[src/rtl/registro_temp.sv]
// Temperature sample register: valid/ready intake, 2^PROM_LOG2 moving average,
// out-of-range persistence counter and silent-sensor timeout.
module registro_temp #(
  parameter int TEMP_BAJO    = 180,
  parameter int TEMP_ALTO    = 259,
  parameter int TEMP_INICIAL = 220,
  parameter int PROM_LOG2    = 2,
  parameter int TIMEOUT      = 1000
) (
  input  logic               clk,
  input  logic               arst,
  input  logic signed [10:0] temp_in,
  input  logic               temp_valid,
  output logic               temp_ready,
  output logic signed [10:0] temp_registrado,
  output logic [2:0]         contador_fuera_rango,
  output logic               dato_nuevo,
  output logic               falla_sensor
);

  localparam int W  = 1 << PROM_LOG2;
  localparam int SW = 11 + PROM_LOG2;
  localparam int TW = $clog2(TIMEOUT + 1);
  localparam logic signed [10:0] BAJO = 11'(TEMP_BAJO);
  localparam logic signed [10:0] ALTO = 11'(TEMP_ALTO);

  typedef enum logic [1:0] {LLENADO, OPERA, PUBLICA, FALLA} estado_t;

  estado_t                estado_q, estado_d;
  logic signed [10:0]     win_q [W];
  logic signed [10:0]     win_d [W];
  logic [PROM_LOG2-1:0]   ptr_q, ptr_d;
  logic signed [SW-1:0]   sum_q, sum_d;
  logic [PROM_LOG2:0]     fill_q, fill_d;
  logic [TW-1:0]          timer_q, timer_d;
  logic signed [10:0]     temp_q, temp_d;
  logic [2:0]             cnt_q, cnt_d;
  logic                   lado_q, lado_d;   // 1 = last excursion was high
  logic                   dato_q, dato_d;

  logic                   acepta;
  logic signed [10:0]     avg;
  logic                   fuera_bajo, fuera_alto;

  assign temp_ready = (estado_q != PUBLICA);
  assign acepta     = temp_valid && temp_ready;
  assign avg        = 11'(sum_q >>> PROM_LOG2);
  assign fuera_bajo = (avg < BAJO);
  assign fuera_alto = (avg > ALTO);

  always_comb begin
    estado_d = estado_q;
    win_d    = win_q;
    ptr_d    = ptr_q;
    sum_d    = sum_q;
    fill_d   = fill_q;
    timer_d  = timer_q;
    temp_d   = temp_q;
    cnt_d    = cnt_q;
    lado_d   = lado_q;
    dato_d   = 1'b0;
    unique case (estado_q)
      LLENADO, OPERA: begin
        if (acepta) begin
          sum_d        = sum_q + SW'(temp_in) - SW'(win_q[ptr_q]);
          win_d[ptr_q] = temp_in;
          ptr_d        = ptr_q + PROM_LOG2'(1);
          timer_d      = '0;
          if (estado_q == OPERA) begin
            estado_d = PUBLICA;
          end else begin
            fill_d = fill_q + (PROM_LOG2 + 1)'(1);
            if (fill_q == (PROM_LOG2 + 1)'(W - 1)) estado_d = PUBLICA;
          end
        end else if (timer_q == TW'(TIMEOUT - 1)) begin
          // accept takes priority over expiry on the same edge
          estado_d = FALLA;
          timer_d  = '0;
        end else begin
          timer_d = timer_q + TW'(1);
        end
      end
      PUBLICA: begin
        temp_d   = avg;
        dato_d   = 1'b1;
        estado_d = OPERA;
        if (!fuera_bajo && !fuera_alto) begin
          cnt_d = '0;
        end else begin
          if (cnt_q != 3'd0 && lado_q == fuera_alto)
            cnt_d = (cnt_q == 3'd7) ? 3'd7 : cnt_q + 3'd1;
          else
            cnt_d = 3'd1;
          lado_d = fuera_alto;
        end
      end
      FALLA: begin
        if (acepta) begin
          for (int unsigned i = 0; i < W; i++) win_d[i] = '0;
          win_d[0] = temp_in;
          ptr_d    = PROM_LOG2'(1);
          sum_d    = SW'(temp_in);
          fill_d   = (PROM_LOG2 + 1)'(1);
          timer_d  = '0;
          estado_d = LLENADO;
        end
      end
      default: estado_d = LLENADO;
    endcase
  end

  always_ff @(posedge clk or posedge arst) begin
    if (arst) begin
      estado_q <= LLENADO;
      for (int unsigned i = 0; i < W; i++) win_q[i] <= '0;
      ptr_q    <= '0;
      sum_q    <= '0;
      fill_q   <= '0;
      timer_q  <= '0;
      temp_q   <= 11'(TEMP_INICIAL);
      cnt_q    <= '0;
      lado_q   <= 1'b0;
      dato_q   <= 1'b0;
    end else begin
      estado_q <= estado_d;
      win_q    <= win_d;
      ptr_q    <= ptr_d;
      sum_q    <= sum_d;
      fill_q   <= fill_d;
      timer_q  <= timer_d;
      temp_q   <= temp_d;
      cnt_q    <= cnt_d;
      lado_q   <= lado_d;
      dato_q   <= dato_d;
    end
  end

  assign temp_registrado      = temp_q;
  assign contador_fuera_rango = cnt_q;
  assign dato_nuevo           = dato_q;
  assign falla_sensor         = (estado_q == FALLA);

endmodule

[config.mk]
export PLATFORM = sky130hd
export DESIGN_NAME = registro_temp
export DESIGN_NICKNAME = d
export VERILOG_FILES = /design/src/rtl/registro_temp.sv
export SDC_FILE = /design/constraint.sdc
export NUM_CORES = 1
export LEC_CHECK = 0
export ABC_CLOCK_PERIOD_IN_PS = 4270
export BUFFER_PORTS_ARGS = -buffer_cell sky130_fd_sc_hd__buf_4
export CAP_MARGIN = 40
export CORE_ASPECT_RATIO = 2
export CORE_MARGIN = 2
export CORE_UTILIZATION = 61
export CTS_CLUSTER_DIAMETER = 150
export DETAILED_ROUTE_END_ITERATION = 10
export HOLD_SLACK_MARGIN = 0.08
export PLACE_DENSITY = 0.8
export SLEW_MARGIN = 20
export SYNTH_ARGS = -nofsm -noshare
export SYNTH_HDL_FRONTEND = slang
export SYNTH_SLANG_ARGS = --single-unit
[constraint.sdc]
create_clock -name clk -period 4.27 [get_ports clk]
set_clock_uncertainty 0.05 [all_clocks]
set_input_delay 1.281 -clock clk [delete_from_list [all_inputs] [get_ports clk]]
set_output_delay 1.281 -clock clk [all_outputs]
set_load 0.01 [all_outputs]
==> results of run 1 <==
## per-layer routing
metal / global-route usage / vias up / wire length (um)
met4: 0.149 / 0 / 528
met5: 0 / - / 0
met3: 0.0537 / 44 / 450
met2: 0.501 / 128 / 6760
li1: - / 1957 / -
met1: 0.344 / 2002 / 4450
## flip-flops by register name, summed over array words and instances, names as in the netlist
signal,cells
timer_q,10
sum_q,13
temp_registrado,11
ptr_q,2
dato_nuevo,1
contador_fuera_rango,3
win_q,44
estado_q,2
lado_q,1
fill_q,3
## worst max-delay path, cell delays in order, from the launching register on
cell and delay, ns:
sky130_fd_sc_hd__dfrtp_1 0.44, sky130_fd_sc_hd__buf_8 0.21, sky130_fd_sc_hd__mux4_2 0.53, sky130_fd_sc_hd__fa_1 0.49
sky130_fd_sc_hd__inv_1 0.07, sky130_fd_sc_hd__fa_1 0.47, sky130_fd_sc_hd__a21o_2 0.24, sky130_fd_sc_hd__nand4_1 0.14
sky130_fd_sc_hd__nand2_1 0.14, sky130_fd_sc_hd__a222oi_1 0.38, sky130_fd_sc_hd__mux2i_1 0.25, sky130_fd_sc_hd__nor2_1 0.06
## per-stage QoR
step / util / hold slack (ns) / instance area (um2) / cells
after CTS: 0.701 / 0.430 / 5770 / 691
after detailed placement: 0.665 / 0.416 / 5470 / 675
after global placement: 0.662 / 0.408 / 5450 / 674
final: 0.703 / 0.427 / 5790 / 692
after global routing: 0.703 / 0.448 / 5790 / 692
after floorplan: - / 0.395 / 5140 / 562
## final cells by class
type	count	area, um2
multi-input combinational	390	2550
fill	652	2450
sequential	90	2260
timing repair buffer	41	340
clock buffer	11	243
inverter	57	215
tap	98	123
clock inverter	5	53.8
## worst paths after layout
kind	start	to	cells past startpoint
min	win_q[6]$_DFFE_PP0P_	win_q[6]$_DFFE_PP0P_	2
max reg2reg	ptr_q[0]$_DFFE_PP0P_	sum_q[10]$_DFFE_PP0P_	11
max	ptr_q[0]$_DFFE_PP0P_	sum_q[10]$_DFFE_PP0P_	11
min reg2reg	win_q[6]$_DFFE_PP0P_	win_q[6]$_DFFE_PP0P_	2
min in group asynchronous	arst	temp_registrado[1]$_DFFE_PP0P_	2
max in group asynchronous	arst	win_q[10]$_DFFE_PP0P_	4
## synthesized netlist by cell type (2+ instances only)
master | instances | area share
sky130_fd_sc_hd__a211oi_1 | 3 | 0.0044
sky130_fd_sc_hd__a211oi_2 | 2 | 0.0049
sky130_fd_sc_hd__a21o_1 | 5 | 0.0073
sky130_fd_sc_hd__a21oi_1 | 19 | 0.019
sky130_fd_sc_hd__a22oi_1 | 2 | 0.0029
sky130_fd_sc_hd__a31oi_1 | 8 | 0.0097
sky130_fd_sc_hd__and2_1 | 5 | 0.0061
sky130_fd_sc_hd__and3_1 | 3 | 0.0037
sky130_fd_sc_hd__buf_2 | 16 | 0.016
sky130_fd_sc_hd__clkbuf_1 | 8 | 0.0058
sky130_fd_sc_hd__dfrtp_1 | 85 | 0.41
sky130_fd_sc_hd__dfstp_2 | 5 | 0.026
sky130_fd_sc_hd__fa_1 | 12 | 0.047
sky130_fd_sc_hd__ha_1 | 23 | 0.056
sky130_fd_sc_hd__inv_1 | 56 | 0.041
sky130_fd_sc_hd__mux2_2 | 3 | 0.0066
sky130_fd_sc_hd__mux2i_1 | 3 | 0.0058
sky130_fd_sc_hd__mux4_2 | 11 | 0.048
sky130_fd_sc_hd__nand2_1 | 122 | 0.089
sky130_fd_sc_hd__nand2b_1 | 3 | 0.0037
sky130_fd_sc_hd__nand3_1 | 6 | 0.0058
sky130_fd_sc_hd__nand4_1 | 3 | 0.0037
sky130_fd_sc_hd__nor2_1 | 23 | 0.017
sky130_fd_sc_hd__nor3_1 | 8 | 0.0078
sky130_fd_sc_hd__nor4_1 | 2 | 0.0024
sky130_fd_sc_hd__o21ai_0 | 81 | 0.079
sky130_fd_sc_hd__o21ai_1 | 5 | 0.0049
sky130_fd_sc_hd__o221ai_1 | 2 | 0.0034
sky130_fd_sc_hd__o22ai_1 | 3 | 0.0037
sky130_fd_sc_hd__o31ai_1 | 2 | 0.0029
sky130_fd_sc_hd__xnor2_1 | 5 | 0.0085
sky130_fd_sc_hd__xor2_1 | 5 | 0.0085
## cell families (layout without fill, tap and decap cells)
logic type / count (synthesis) / in the layout / share of synthesized area
adders and majority gates: 35 / 35 / 0.103
and+or+nand+nor: 181 / 181 / 0.147
AOI/OAI and AO/OA: 147 / 147 / 0.169
buffers and inverters: 82 / 114 / 0.0638
DFF: 90 / 90 / 0.439
xor gates and xnor gates: 10 / 10 / 0.0170
muxes: 17 / 17 / 0.0606
## placed cells by master (no fill, tap or decap), types with 11 or more instances in the layout
cell type / n
sky130_fd_sc_hd__fa_1: 12
sky130_fd_sc_hd__o21ai_0: 80
sky130_fd_sc_hd__nand2_1: 122
sky130_fd_sc_hd__mux4_2: 11
sky130_fd_sc_hd__nor2_1: 23
sky130_fd_sc_hd__dfrtp_1: 85
sky130_fd_sc_hd__ha_1: 23
sky130_fd_sc_hd__inv_1: 55
sky130_fd_sc_hd__buf_4: 38
sky130_fd_sc_hd__a21oi_1: 19
==> impl_summary.log, run 1 <==
INFO  metric run_status = finished clean
INFO  metric drive_gt1_frac = 0.141
INFO  metric groute.usage.overall = 0.295
INFO  metric gpl.final_weighted_congestion = between 0.8 and 0.9
INFO  metric io_buffers = 30
INFO  metric grt_first_pass_wirelength = about 20,000 um
INFO  metric initial_core_util = 0.624
INFO  metric standard_cell_row_count = 47
INFO  metric cts_root_buffer = sky130_fd_sc_hd__clkbuf_16
INFO  metric fin_ws = just under 0.7 ns
INFO  metric syn_area = slightly above 0.005 mm2
INFO  metric cts_repair_resize_count = 0
INFO  metric num_antenna_cells = 0
INFO  metric overflow = 0
INFO  metric final_nets = approximately 640
INFO  metric totalWireLength = around 12,000 um
INFO  metric dp_hpwl = a little over 9000 um
INFO  metric first_global_vias = between 4k and 5k
INFO  metric io_pins = 31
INFO  metric ctsLongestPathBuffers = 2
INFO  metric dr.pass1.iters = 5
INFO  metric report.final.hold_viol_count = 0
INFO  metric cts_hold_bufs = 0
INFO  metric postRouteAntennaNets = 0
INFO  metric synth-warning-count = 0
INFO  metric tritoncts.num_buffers = 9
INFO  metric path_class = flop to flop
INFO  metric fp.dieW = between 60 and 70 um
INFO  metric worst-r2r-setup-slack = between 0.6 and 0.7 ns
INFO  metric critPathArrivalTime = around 3.8 ns
INFO  metric synth-seq-cells = 90
INFO  metric design.die.area = between 0.009 and 0.01 mm2
INFO  metric tritoncts = done
INFO  metric synth_sequential_area_ratio = 0.439
INFO  metric h-tree-depth = 3
INFO  metric floorplan.die.height = 134 um
INFO  metric synth-edff-count = 0
INFO  metric timing.slew.headroom = 0.513
INFO  metric yosysUniqueCellTypes = 55
INFO  metric grt_setup_unrepaired = false
INFO  metric kind_of_start_point_of_the_critical_path = flop
INFO  metric synth_cells = ~560
INFO  metric detailedRoute.firstIterationViolations = around 270
INFO  metric maxClockFrequency = roughly 280 MHz
INFO  metric path_clk_slew = roughly 0.060 ns
INFO  metric antenna_found_initial = 0
INFO  metric detail_route.vias_per_cell = about 6.0
INFO  metric crit_path_end_kind = flop
INFO  metric remaining_drc_errors = 0
INFO  metric critPathMaxFanout = 12
INFO  metric dp_worst_setup_slack = about 0.41 ns
INFO  metric number_of_vias_after_detailed_routing = 4,131
INFO  metric worst-slew-pin-transition = 0.731 ns
INFO  metric clock_latency_late_sink = roughly 0.34 ns
INFO  metric drv_cap = 0
INFO  metric synth.avg_cell_area = a little over 9 um2
INFO  metric synthToLayoutAreaGrowth = 12.6%
INFO  metric placeableCoreArea = about 0.008 mm2
INFO  metric post-route-min-period = between 3 and 4 ns
INFO  metric pin_count_of_the_biggest_net_entering_global_routing = 40
INFO  metric crit_required = 4.45 ns
INFO  metric most_used_flip_flop_cell_after_synthesis = sky130_fd_sc_hd__dfrtp_1
INFO  metric tns = 0 ns
INFO  metric cts.repair_timing.setup_buffer_count = 0
INFO  metric hold_path_class = flop to flop
INFO  metric cts.sink_count = 90
INFO  metric synth_fp_nets = slightly above 600
INFO  metric drt-wirelength-per-cell = approximately 18 um
INFO  metric synth_async_sr_flop_share = 1.00
INFO  metric min_period_over_period = 0.839
INFO  metric drv_slew = 0
INFO  metric finalSetupViolCount = 0
Power of run 1 is left out: the tool's default activity adds up to more than one toggle a clock period on the data nets, which glitch-free logic cannot reach.
==> run 2: changes to the inputs <==
--- a/config.mk
+++ b/config.mk
@@ -5,16 +5,16 @@
 export SDC_FILE = /design/constraint.sdc
 export NUM_CORES = 1
 export LEC_CHECK = 0
-export ABC_CLOCK_PERIOD_IN_PS = 4270
+export ABC_CLOCK_PERIOD_IN_PS = 3100
 export BUFFER_PORTS_ARGS = -buffer_cell sky130_fd_sc_hd__buf_4
 export CAP_MARGIN = 40
 export CORE_ASPECT_RATIO = 2
 export CORE_MARGIN = 2
-export CORE_UTILIZATION = 61
+export CORE_UTILIZATION = 55
 export CTS_CLUSTER_DIAMETER = 150
 export DETAILED_ROUTE_END_ITERATION = 10
 export HOLD_SLACK_MARGIN = 0.08
-export PLACE_DENSITY = 0.8
+export PLACE_DENSITY = 0.76
 export SLEW_MARGIN = 20
 export SYNTH_ARGS = -nofsm -noshare
 export SYNTH_HDL_FRONTEND = slang
==> constraint.sdc (replaced) <==
create_clock -name clk -period 3.1 [get_ports clk]
set_clock_uncertainty 0.05 [all_clocks]
set_input_delay 0.93 -clock clk [delete_from_list [all_inputs] [get_ports clk]]
set_output_delay 0.93 -clock clk [all_outputs]
set_load 0.01 [all_outputs]
==> run 2 against run 1 <==
- the flow now finishes with violations (setup timing)
- critical path depth is the same
- count of clock-buffer cells in the layout rose by 1
- sequential share of layout area fell by 3.8 points
- setup slack lost 0.80 ns
- critical endpoint is now sum_q[9]$_DFFE_PP0P_
==> impl_summary.log, run 2 (synthesized netlist as in run 1, its figures left out) <==
INFO  metric gpl.final_weighted_congestion = 0.883 (+2.3%)
INFO  metric dp_hpwl = 9790 um (+6.9%)
INFO  metric maxClockFrequency = 311 MHz (+12%)
INFO  metric path_class = flop to flop
INFO  metric overflow = 0 (unchanged)
INFO  metric drt-wirelength-per-cell = 17.9 um (+1.7%)
INFO  metric worst_hold_path.endpoint = win_q[8]$_DFFE_PP0P_
INFO  metric crit_required = 3.31 ns (-1.14 ns)
INFO  metric report.final.hold_viol_count = 0 (unchanged)
INFO  metric ctsLongestPathBuffers = 2 (unchanged)
INFO  metric mostFrequentLayoutCell = sky130_fd_sc_hd__nand2_1
INFO  metric postRouteAntennaNets = 0 (unchanged)
INFO  metric path_clk_slew = 0.06 ns (about the same)
INFO  metric sequential_cell_area = 0.00226 mm2 (about the same)
INFO  metric fillerInstances = 681 (+4.4%)
INFO  metric registers.top_by_ff_count = win_q
INFO  metric cts.sink_count = 90 (unchanged)
INFO  metric dr.pass1.iters = 7 (+2)
INFO  metric clock_latency_late_sink = 0.34 ns (about the same)
INFO  metric standard_cell_row_count = 49 (+4.3%)
INFO  metric largest_register_ffs = 44 (unchanged)
INFO  metric drv_cap = 0 (unchanged)
INFO  metric antenna_found_initial = 0 (unchanged)
INFO  metric dp_worst_setup_slack = -0.320 ns (-0.729 ns)
INFO  metric detail_route.vias_per_cell = 5.93 (-0.72%)
INFO  metric detailedRoute.firstIterationViolations = 335 (+26%)
INFO  metric synthToLayoutAreaGrowth = 24.9%
INFO  metric violated_checks = setup timing
INFO  metric drive_gt1_frac = 0.260 (+0.118)
INFO  metric initial_core_util = 0.570 (-0.0540)
INFO  metric run_status = finished with violations
INFO  metric grt_first_pass_wirelength = 21,900 um (+8.2%)
INFO  metric critPathMaxFanout = 5 (-7)
INFO  metric floorplan.die.height = 141 um (+5.2%)
INFO  metric pin_count_of_the_biggest_net_entering_global_routing = 73 (+83%)
INFO  metric hold_path_class = flop to flop
INFO  metric min-delay-start = win_q[8]$_DFFE_PP0P_
INFO  metric critPathArrivalTime = 3.42 ns (-0.34 ns)
INFO  metric io_buffers = 30 (unchanged)
INFO  metric critical-path-top-cell-by-count = sky130_fd_sc_hd__a211oi_2
INFO  metric worst_r2r_startpoint = ptr_q[0]$_DFFE_PP0P_
INFO  metric min_period_over_period = 1.04 (+0.197)
INFO  metric worstRegToRegCells = 11 (unchanged)
INFO  metric finalSetupViolCount = 7 (+7)
INFO  metric num_antenna_cells = 0 (unchanged)
INFO  metric timing.critical_path.cells = buf_12 > mux4_2 > fa_1 > inv_2 > ha_4 > a211oi_2 > nor2_2 > o41a_1 > nand3_1 > mux2_4 > a211oi_2
INFO  metric crit_path_end_kind = flop
INFO  metric grt_setup_unrepaired = true
INFO  metric r2r-end = sum_q[9]$_DFFE_PP0P_
INFO  metric groute.usage.overall = 0.280 (-0.0154)
INFO  metric post-route-min-period = 3.21 ns (-0.371 ns)
INFO  metric number_of_vias_after_detailed_routing = 4,439 (+7.5%)
INFO  metric tritoncts.num_buffers = 9 (unchanged)
INFO  metric first_global_vias = 4,633 (+8.4%)
INFO  metric io_pins = 31 (unchanged)
INFO  metric worst-r2r-setup-slack = -0.11 ns (-0.80 ns)
INFO  metric timing.slew.headroom = 0.556 (+0.0435)
INFO  metric totalWireLength = 13,400 um (+10%)
INFO  metric cts_root_buffer = sky130_fd_sc_hd__clkbuf_16
INFO  metric placeableCoreArea = 0.00901 mm2 (+9.5%)
INFO  metric remaining_drc_errors = 0 (unchanged)
INFO  metric area_used_by_multi_input_combinational_logic = 0.00275 mm2 (+7.6%)
INFO  metric critical-path-max-stage-delay = 0.56 ns (+0.03 ns)
INFO  metric drv_slew = 0 (unchanged)
INFO  metric fin_ws = -0.110 ns (-0.799 ns)
INFO  metric cts_hold_bufs = 0 (unchanged)
INFO  metric hold-path-cell-count = 2 (unchanged)
INFO  metric final_nets = 691 (+8.3%)
INFO  metric kind_of_start_point_of_the_critical_path = flop
INFO  metric worst-slew-pin-transition = 0.666 ns (-0.0653 ns)
INFO  metric tritoncts = done
INFO  metric fp.dieW = 72.4 um (+5.0%)
INFO  metric h-tree-depth = 3 (unchanged)
INFO  metric critPathSlowestCell = sky130_fd_sc_hd__fa_1
INFO  metric design.die.area = 0.0102 mm2 (+10%)
INFO  metric mostFrequentLayoutCells = sky130_fd_sc_hd__nand2_1 (121), sky130_fd_sc_hd__buf_4 (85), sky130_fd_sc_hd__dfrtp_1 (84)
-- run 2: routing by layer --
| layer | wire length, um | track usage |
|---|---|---|
| met5 | 0 | 0 |
| met1 | 4890 | 0.302 |
| met3 | 536 | 0.0529 |
| met2 | 7580 | 0.510 |
| met4 | 417 | 0.127 |
-- run 2: area by class of cell --
class,instances,area share
Clock inverter,4,0.00780
Multi-Input combinational cell,390,0.428
Inverter,57,0.0339
Clock buffer,12,0.0400
Timing Repair Buffer,94,0.119
Tap cell,102,0.0199
Sequential cell,90,0.352
-- run 2: stage by stage --
| stage | util | hold WS (ns) | cell area, um2 | std cells | setup TNS, ns |
|---|---|---|---|---|---|
| after global routing | 0.712 | 0.447 | 6420 | 749 | -1.55 |
| after detailed placement | 0.651 | 0.421 | 5870 | 723 | -1.49 |
| after CTS | 0.704 | 0.434 | 6340 | 747 | -0.225 |
| final | 0.712 | 0.430 | 6420 | 749 | -0.469 |
| after global placement | 0.650 | 0.408 | 5860 | 722 | -1.27 |
| after floorplan | - | 0.395 | 5240 | 562 | -0.210 |
-- run 2: worst max-delay path by stage --
stage,startpoint,endpoint,slack (ns),cells past startpoint
after global routing,ptr_q[0]$_DFFE_PP0P_,sum_q[9]$_DFFE_PP0P_,-0.26,11
after CTS,ptr_q[0]$_DFFE_PP0P_,sum_q[10]$_DFFE_PP0P_,-0.12,13
final,ptr_q[0]$_DFFE_PP0P_,sum_q[9]$_DFFE_PP0P_,-0.11,11
after detailed placement,ptr_q[0]$_DFFE_PP0P_,sum_q[12]$_DFFE_PP0P_,-0.32,11
after global placement,ptr_q[0]$_DFFE_PP0P_,sum_q[12]$_DFFE_PP0P_,-0.28,11
after floorplan,ptr_q[0]$_DFFE_PP0P_,sum_q[9]$_DFFE_PP0P_,-0.13,12
-- run 2: worst max-delay path, delay by kind of cell (launching register included) --
kind | cells | cell delay (ns)
flops | 1 | 0.38
buf+inv | 2 | 0.17
compound gates | 3 | 0.77
fa+ha+maj | 2 | 0.73
mux | 2 | 0.82
simple gates | 2 | 0.20
-- run 2: repair_timing --
item	CTS	global route
pin swaps	22	19
buffers inserted	8	2
endpoints found under the setup margin	6	9
resized for setup	23	14
Power of run 2 is left out for the same reason.
==> run 3: changes to the inputs <==
--- a/config.mk
+++ b/config.mk
@@ -5,7 +5,7 @@
 export SDC_FILE = /design/constraint.sdc
 export NUM_CORES = 1
 export LEC_CHECK = 0
-export ABC_CLOCK_PERIOD_IN_PS = 3100
+export ABC_CLOCK_PERIOD_IN_PS = 2720
 export BUFFER_PORTS_ARGS = -buffer_cell sky130_fd_sc_hd__buf_4
 export CAP_MARGIN = 40
 export CORE_ASPECT_RATIO = 2
==> constraint.sdc (replaced) <==
create_clock -name clk -period 2.72 [get_ports clk]
set_clock_uncertainty 0.05 [all_clocks]
set_input_delay 0.816 -clock clk [delete_from_list [all_inputs] [get_ports clk]]
set_output_delay 0.816 -clock clk [all_outputs]
set_load 0.05 [all_outputs]
==> run 3 against run 2 <==
- count of clock-buffer cells in the layout stayed put
- non-clock buffer count is 2 higher
- the run still ends with setup timing left
- via count decreased by 0.54%
- setup slack got worse by 0.34 ns
- final cell count up 0.27%
- largest cell class unchanged
- register-to-register slack got worse by 0.34 ns
- sequential share of layout area fell by 0.42 points
==> impl_summary.log, run 3 (synthesized netlist as in run 1, its figures left out) <==
INFO  metric critical_path_launch_point = ptr_q[0]$_DFFE_PP0P_
INFO  metric mostFrequentLayoutCell = sky130_fd_sc_hd__nand2_1
INFO  metric kind_of_start_point_of_the_critical_path = flop
INFO  metric fp.dieW = 72.4 um (unchanged)
INFO  metric pin_count_of_the_biggest_net_entering_global_routing = 91 (+25%)
INFO  metric critPathMaxFanout = 5 (unchanged)
INFO  metric detailedRoute.firstIterationViolations = 262 (-22%)
INFO  metric postRouteAntennaNets = 0 (unchanged)
INFO  metric first_global_vias = 4,532 (-2.2%)
INFO  metric dp_cells = 727 (+0.55%)
INFO  metric cts_hold_bufs = 0 (unchanged)
INFO  metric fin_ws = -0.447 ns (-0.337 ns)
INFO  metric r2r-end = sum_q[10]$_DFFE_PP0P_
INFO  metric path_class = flop to flop
INFO  metric report.final.hold_viol_count = 0 (unchanged)
INFO  metric number_of_vias_after_detailed_routing = 4,415 (-0.54%)
INFO  metric dr.pass1.iters = 5 (-2)
INFO  metric mostFrequentLayoutCells = sky130_fd_sc_hd__nand2_1 (121), sky130_fd_sc_hd__buf_4 (88), sky130_fd_sc_hd__dfrtp_1 (84)
INFO  metric ctsLongestPathBuffers = 2 (unchanged)
INFO  metric tritoncts.num_buffers = 9 (unchanged)
INFO  metric grt_first_pass_wirelength = 21,600 um (-1.2%)
INFO  metric initial_core_util = 0.570 (unchanged)
INFO  metric gpl.final_weighted_congestion = 0.881 (-0.32%)
INFO  metric antenna_found_initial = 0 (unchanged)
INFO  metric worstRegToRegCells = 11 (unchanged)
INFO  metric standard_cell_row_count = 49 (unchanged)
INFO  metric final_cells = 751 (+0.27%)
INFO  metric largest_register_ffs = 44 (unchanged)
INFO  metric tritoncts = done
INFO  metric sequential_cell_area = 0.00226 mm2 (unchanged)
INFO  metric placeableCoreArea = 0.00901 mm2 (unchanged)
INFO  metric totalWireLength = 13,400 um (-0.35%)
INFO  metric crit_required = 2.91 ns (-0.40 ns)
INFO  metric design.die.area = 0.0102 mm2 (unchanged)
INFO  metric h-tree-depth = 3 (unchanged)
INFO  metric clock_latency_late_sink = 0.35 ns (about the same)
INFO  metric detail_route.vias_per_cell = 5.88 (-0.81%)
INFO  metric floorplan.die.height = 141 um (unchanged)
INFO  metric remaining_drc_errors = 0 (unchanged)
INFO  metric cts_root_buffer = sky130_fd_sc_hd__clkbuf_16
INFO  metric io_buffers = 30 (unchanged)
INFO  metric drt-wirelength-per-cell = 17.8 um (-0.62%)
INFO  metric io_pins = 31 (unchanged)
INFO  metric timing.slew.headroom = 0.539 (-0.0176)
INFO  metric drv_cap = 0 (unchanged)
INFO  metric run_status = finished with violations
INFO  metric critPathArrivalTime = 3.35 ns (-0.07 ns)
INFO  metric critPathCapture = sum_q[10]$_DFFE_PP0P_
INFO  metric synthToLayoutAreaGrowth = 26.4%
INFO  metric grt_setup_unrepaired = true
INFO  metric num_antenna_cells = 0 (unchanged)
INFO  metric violated_checks = setup timing
INFO  metric maxClockFrequency = 316 MHz (+1.4%)
INFO  metric drive_gt1_frac = 0.263 (+0.00382)
INFO  metric crit_path_end_kind = flop
INFO  metric overflow = 0 (unchanged)
INFO  metric worst-slew-pin-transition = 0.692 ns (+0.0264 ns)
INFO  metric post-route-min-period = 3.17 ns (-0.0432 ns)
INFO  metric worst-r2r-setup-slack = -0.45 ns (-0.34 ns)
INFO  metric registers.top_by_ff_count = win_q
INFO  metric worst_r2r_startpoint = ptr_q[0]$_DFFE_PP0P_
INFO  metric area_used_by_multi_input_combinational_logic = 0.00277 mm2 (+1.0%)
INFO  metric min_period_over_period = 1.16 (+0.129)
INFO  metric finalSetupViolCount = 10 (+3)
INFO  metric dp_worst_setup_slack = -0.609 ns (-0.289 ns)
INFO  metric dp_hpwl = 9850 um (+0.58%)
INFO  metric groute.usage.overall = 0.277 (-0.00235)
INFO  metric final_nets = 693 (+0.29%)
INFO  metric drv_slew = 0 (unchanged)
INFO  metric path_clk_slew = 0.06 ns (about the same)
INFO  metric fillerInstances = 606 (-11%)
INFO  metric hold_path_class = flop to flop
INFO  metric cts.sink_count = 90 (unchanged)
## run 3: changes by cell type in the layout (fill, tap and decap cells not counted), moves of 2 or more
cell                        previous run  this run
sky130_fd_sc_hd__buf_4                85        88
sky130_fd_sc_hd__bufinv_16             1         3
sky130_fd_sc_hd__inv_1                48        50
sky130_fd_sc_hd__inv_2                 8         6
sky130_fd_sc_hd__o21ai_1               6         8
## run 3: per-stage QoR
stage / TNS [ns] / hold slack, ns / util / cell area, um2
after floorplan: -2.46 / 0.395 / - / 5250
after global placement: -3.56 / 0.407 / 0.655 / 5910
after detailed placement: -4.15 / 0.416 / 0.655 / 5910
after CTS: -3.15 / 0.430 / 0.709 / 6390
after global routing: -4.17 / 0.449 / 0.721 / 6500
final: -2.93 / 0.423 / 0.721 / 6500
## run 3: critical path: stages (launching register included)
cell and delay, ns:
sky130_fd_sc_hd__dfrtp_2 0.45, sky130_fd_sc_hd__mux4_2 0.54, sky130_fd_sc_hd__fa_1 0.52, sky130_fd_sc_hd__inv_2 0.05, sky130_fd_sc_hd__ha_4 0.24, sky130_fd_sc_hd__buf_6 0.12, sky130_fd_sc_hd__a21o_4 0.21, sky130_fd_sc_hd__nand4_1 0.11
sky130_fd_sc_hd__nand2_2 0.10, sky130_fd_sc_hd__a222oi_1 0.35, sky130_fd_sc_hd__mux2i_1 0.24, sky130_fd_sc_hd__nor2_1 0.07
## run 3: area by class of cell
type                    count  area share
well taps                 102      0.0196
repair buffers             96       0.117
inverters                  57      0.0335
flip-flops and latches     90       0.348
multi-input cells         390       0.427
clock buffers              12      0.0395
clock inverters             4      0.0150
## run 3: timing repair
item | 4_1_cts | 5_1_grt
endpoints found under the hold margin | 0 | 0
buffers inserted | 6 | 3
pin swaps | 21 | 15
setup endpoints to repair | 10 | 11
gates resized for setup | 20 | 16
## run 3: how the worst min path moves through the flow
stage / start / end / slack [ns] / depth (start not counted)
floorplan: win_q[11]$_DFFE_PP0P_ / win_q[11]$_DFFE_PP0P_ / 0.39 / 2
global placement: win_q[30]$_DFFE_PP0P_ / win_q[30]$_DFFE_PP0P_ / 0.41 / 2
detailed placement: win_q[29]$_DFFE_PP0P_ / win_q[29]$_DFFE_PP0P_ / 0.42 / 2
CTS: win_q[29]$_DFFE_PP0P_ / win_q[29]$_DFFE_PP0P_ / 0.43 / 2
global route: win_q[11]$_DFFE_PP0P_ / win_q[11]$_DFFE_PP0P_ / 0.45 / 2
finish: win_q[29]$_DFFE_PP0P_ / win_q[29]$_DFFE_PP0P_ / 0.42 / 2
## run 3: layer usage
| layer | vias to the layer above | GRT usage | share of wire |
|---|---|---|---|
| li1 | 2066 | - | - |
| met1 | 2177 | 0.302 | 0.38 |
| met2 | 128 | 0.498 | 0.54 |
| met3 | 44 | 0.0429 | 0.032 |
| met4 | 0 | 0.149 | 0.047 |
| met5 | - | 0 | 0 |
Power of run 3 is left out for the same reason.
